$ cat src/rtl/if_id.sv
// rtl/if_id.sv - IF/ID pipeline register with stall hold and flush-to-bubble
module if_id #(
    parameter int PC_W    = 12,
    parameter int INSTR_W = 32
) (
    input  logic               clk,
    input  logic               rst_n,
    input  logic [PC_W-1:0]    pc_4,
    input  logic [INSTR_W-1:0] instruction,
    input  logic               clear,
    input  logic               go_one,
    input  logic               go_two,
    output logic [PC_W-1:0]    pc_4_out,
    output logic [INSTR_W-1:0] instruction_out
);

    // An all-zero instruction word is sll $0,$0,0, so a bubble needs no valid bit.
    localparam logic [PC_W-1:0]    PC_BUBBLE    = '0;
    localparam logic [INSTR_W-1:0] INSTR_BUBBLE = '0;

    logic [PC_W-1:0]    pc_q;
    logic [INSTR_W-1:0] instr_q;
    logic               go;

    // Either stall source may hold the stage independently.
    assign go = go_one & go_two;

    // Reset is tested first so undriven inputs during reset never reach the state.
    always_ff @(posedge clk) begin
        if (!rst_n) begin
            pc_q    <= PC_BUBBLE;
            instr_q <= INSTR_BUBBLE;
        end else if (clear) begin
            pc_q    <= PC_BUBBLE;
            instr_q <= INSTR_BUBBLE;
        end else if (go) begin
            pc_q    <= pc_4;
            instr_q <= instruction;
        end
    end

    assign pc_4_out        = pc_q;
    assign instruction_out = instr_q;

endmodule

$ cat config.mk
export PLATFORM = sky130hd
export DESIGN_NAME = if_id
export DESIGN_NICKNAME = d
export VERILOG_FILES = /design/src/rtl/if_id.sv
export SDC_FILE = /design/constraint.sdc
export NUM_CORES = 1
export LEC_CHECK = 0
export ABC_CLOCK_PERIOD_IN_PS = 1200
export BUFFER_PORTS_ARGS = -buffer_cell sky130_fd_sc_hd__buf_4
export CAP_MARGIN = 20
export CORE_MARGIN = 5
export CORE_UTILIZATION = 54
export CTS_BUF_LIST = sky130_fd_sc_hd__clkbuf_2 sky130_fd_sc_hd__clkbuf_4 sky130_fd_sc_hd__clkbuf_8
export DETAILED_ROUTE_END_ITERATION = 6
export PLACE_DENSITY_LB_ADDON = 0.1
export SLEW_MARGIN = 20
export SYNTH_ARGS = -nofsm -noshare
export SYNTH_HDL_FRONTEND = slang
export SYNTH_SLANG_ARGS = --single-unit
export TNS_END_PERCENT = 5
$ cat constraint.sdc
create_clock -name clk -period 1.2 [get_ports clk]
set_clock_uncertainty 0.05 [all_clocks]
set_input_delay 0.06 -clock clk [delete_from_list [all_inputs] [get_ports clk]]
set_output_delay 0.06 -clock clk [all_outputs]
set_load 0.005 [all_outputs]
==> impl_summary.log <==
[metrics] total DRC errors in the routed layout: 0
[metrics] number of synthesized flops with an enable pin: 0
[metrics] fmax: 1130 MHz
[metrics] Yosys warning total: 0
[metrics] maximum clock insertion buffer count: 2
[metrics] Power Density: 898 nW/um^2
[metrics] Period minus WS final: 0.885 ns
[metrics] family with the most delay on the worst path: flip-flops
[metrics] Seq cells post-synth: 44
[metrics] Post-Syn Nets: 251
[metrics] CP Buf/Inv Count: 1
[metrics] Die ar.: 5630 um^2
[metrics] Synth Cell Area: 2280 um^2
[metrics] layout cells sized above 1: 58.2%
[metrics] CP Data Required Time: 1.09 ns
[metrics] Floorplan Core Area: 4060 um^2
[metrics] total via count in the routed design: 1,932
[metrics] CTS buffer count: 5
[metrics] Antenna Violating Nets Remaining: 0
[metrics] clock latency reported for the late side of the worst-skew pair: 0.29 ns
[metrics] actual transition at the worst max-transition pin: 0.297 ns
[metrics] ys async rst share: 0%
[metrics] layout overhead on the synthesized area: 50.9%
[metrics] Net count, final: 377
[metrics] class of the worst hold path: input pin to register
[metrics] initial core utilization: 56.2%
[metrics] DP Worst Slack: 0.279 ns
[metrics] routed wire length: 5.76 mm
[metrics] number of distinct library cell variants in the gate-level netlist after synthesis: 13
[metrics] detailed placement HPWL: 3.48 mm
[metrics] pin count of the biggest net entering global routing: 45
[metrics] Fin Setup TNS: 0 ns
[metrics] die extent in y: 75.0 um
[metrics] first-iteration detailed-routing DRC count: 92
[metrics] cells after synthesis: 202
[metrics] final cell count without fillers: 378
[metrics] critical path arrival: 0.77 ns
[metrics] post-cts repair resize count: 0
[metrics] number of antenna diodes: 0
[metrics] CP max stage cell: sky130_fd_sc_hd__dfxtp_1
[metrics] total of fill cells in the finished design: 239
[metrics] gr ovfl total: 0
[metrics] average cell area after synthesis: 11.3 um^2
[metrics] final design utilization: 84.9%
[metrics] Leakage: 1.38 nW
[metrics] Root Buffer Master: sky130_fd_sc_hd__clkbuf_8
[metrics] worst ir drop on vdd: 0.597 mV
[metrics] final setup violation count: 0
[metrics] main flop type after synthesis: sky130_fd_sc_hd__dfxtp_1
[metrics] Via density: 5.11
[metrics] smallest setup slack after layout: 0.315 ns
[metrics] final estimated routing congestion in global placement: 0.730
[metrics] number of antenna violations at the first check in global routing: 0
[metrics] post-CTS clock slew at the launch and capture registers of the worst setup and hold paths: 0.08 ns
[metrics] total iterations of the first detailed-routing run: 4
[metrics] number of H-tree levels: 2
[metrics] CP max FO: 2
[metrics] clock net sink count: 44
[metrics] I/O Buffers: 92
[metrics] type of the setup path with the least slack: register to primary output
[metrics] CP Capture Type: primary output
[metrics] Final Total Pwr: 3.09 mW
[metrics] headroom to the max-slew limit: 80.2%
[metrics] global routing usage summed across all routing layers: 21.1%
[metrics] startpoint class of the critical path: register
[metrics] placed cells: 327
[metrics] num rows: 23
[metrics] first-pass GRT wire length: 9.20 mm
[metrics] commonest cells after routing, fill and taps aside: 95 x sky130_fd_sc_hd__buf_4, 44 x sky130_fd_sc_hd__dlygate4sd3_1, 44 x sky130_fd_sc_hd__dfxtp_1
[metrics] number of endpoints with negative hold slack in the final report: 0
[metrics] via count of the first global-routing pass: 1,895
[metrics] routed wire length per instance: 15.2 um
[metrics] peak per-stage delay on the critical path: 0.36 ns
[metrics] final worst path period share: 73.7%
[metrics] final slew viol count: 0
[metrics] TritonCTS clock tree: built
[metrics] number of maximum-capacitance violations: 0
[metrics] cell chain of the critical path: buf_4
[metrics] most common cell after layout, fill and taps aside: sky130_fd_sc_hd__buf_4
[metrics] number of ports placed on the die boundary: 93
[metrics] die width: 75.0 um
[metrics] share of the yosys chip area belonging to registers: 38.6%
[metrics] result of the run: finished clean
[metrics] RSZ-0062 raised after global routing: false
-- metrics by stage --
step	area, um^2	hold WS (ns)
after floorplan	2280	0.140
after global placement	2910	0.262
after detailed placement	2910	0.265
after CTS	3430	0.00248
after global routing	3440	0.103
final	3440	0.101
-- path summary, 6_finish.rpt --
path | start | end | slack, ns | depth (start not counted)
min | go_two | instruction_out[5]$_SDFFE_PP0P_ | 0.10 | 3
max | instruction_out[7]$_SDFFE_PP0P_ | instruction_out[7] | 0.32 | 1
min reg2reg | pc_4_out[3]$_SDFFE_PP0P_ | pc_4_out[3]$_SDFFE_PP0P_ | 0.53 | 2
max reg2reg | pc_4_out[11]$_SDFFE_PP0P_ | pc_4_out[11]$_SDFFE_PP0P_ | 0.37 | 2
-- per-layer routing --
layer / GRT usage [%] / wire length [um] / vias to the layer above
li1: - / - / 969
met1: 26.6 / 2460 / 899
met2: 36.8 / 2860 / 60
met3: 4.94 / 413 / 4
met4: 4.74 / 27 / 0
met5: 0 / 0 / -
-- synth_stat cells (3+ instances only) --
cell	number	area [um^2]
sky130_fd_sc_hd__a21oi_2	43	377
sky130_fd_sc_hd__buf_8	3	45.0
sky130_fd_sc_hd__buf_12	3	60.1
sky130_fd_sc_hd__dfxtp_1	44	881
sky130_fd_sc_hd__buf_6	6	67.6
sky130_fd_sc_hd__buf_2	7	35.0
sky130_fd_sc_hd__a21bo_2	20	200
sky130_fd_sc_hd__a21bo_1	24	240
sky130_fd_sc_hd__nand3_2	20	200
sky130_fd_sc_hd__nand3_1	24	120
sky130_fd_sc_hd__buf_4	6	45.0
-- cell families (layout without fill, tap and decap cells) --
| logic type | count (synthesis) | in the layout | synth area share [%] |
|---|---|---|---|
| AO/OA/AOI/OAI | 88 | 88 | 36.0 |
| flip-flops | 44 | 44 | 38.6 |
| buffers and inverters | 25 | 151 | 11.1 |
| AND/OR/NAND/NOR | 45 | 45 | 14.3 |
-- layout make-up --
| cell class | count | area, um^2 | area share, % |
|---|---|---|---|
| clock buffer | 7 | 96.3 | 2.80 |
| timing repair buffer | 144 | 1250 | 36.4 |
| multi-input combinational | 133 | 1150 | 33.4 |
| tap | 50 | 62.6 | 1.82 |
| sequential | 44 | 881 | 25.6 |
-- power breakdown --
part	switching (mW)	total [mW]	internal, mW	leakage, nW
clock	0.482	0.995	0.513	0.0503
sequential	0.0172	1.51	1.49	0.357
combinational	0.254	0.590	0.336	0.977
-- registers in the layout, indices dropped and copies added (netlist names) --
register	flops
instruction_out	32
pc_4_out	12
-- what timing repair did --
action	CTS	global route
buffers inserted	0	0
hold buffers	43	1
setup endpoints to repair	0	0
hold endpoints to repair	43	1
Note: power is estimated with default switching activity, not from simulation.
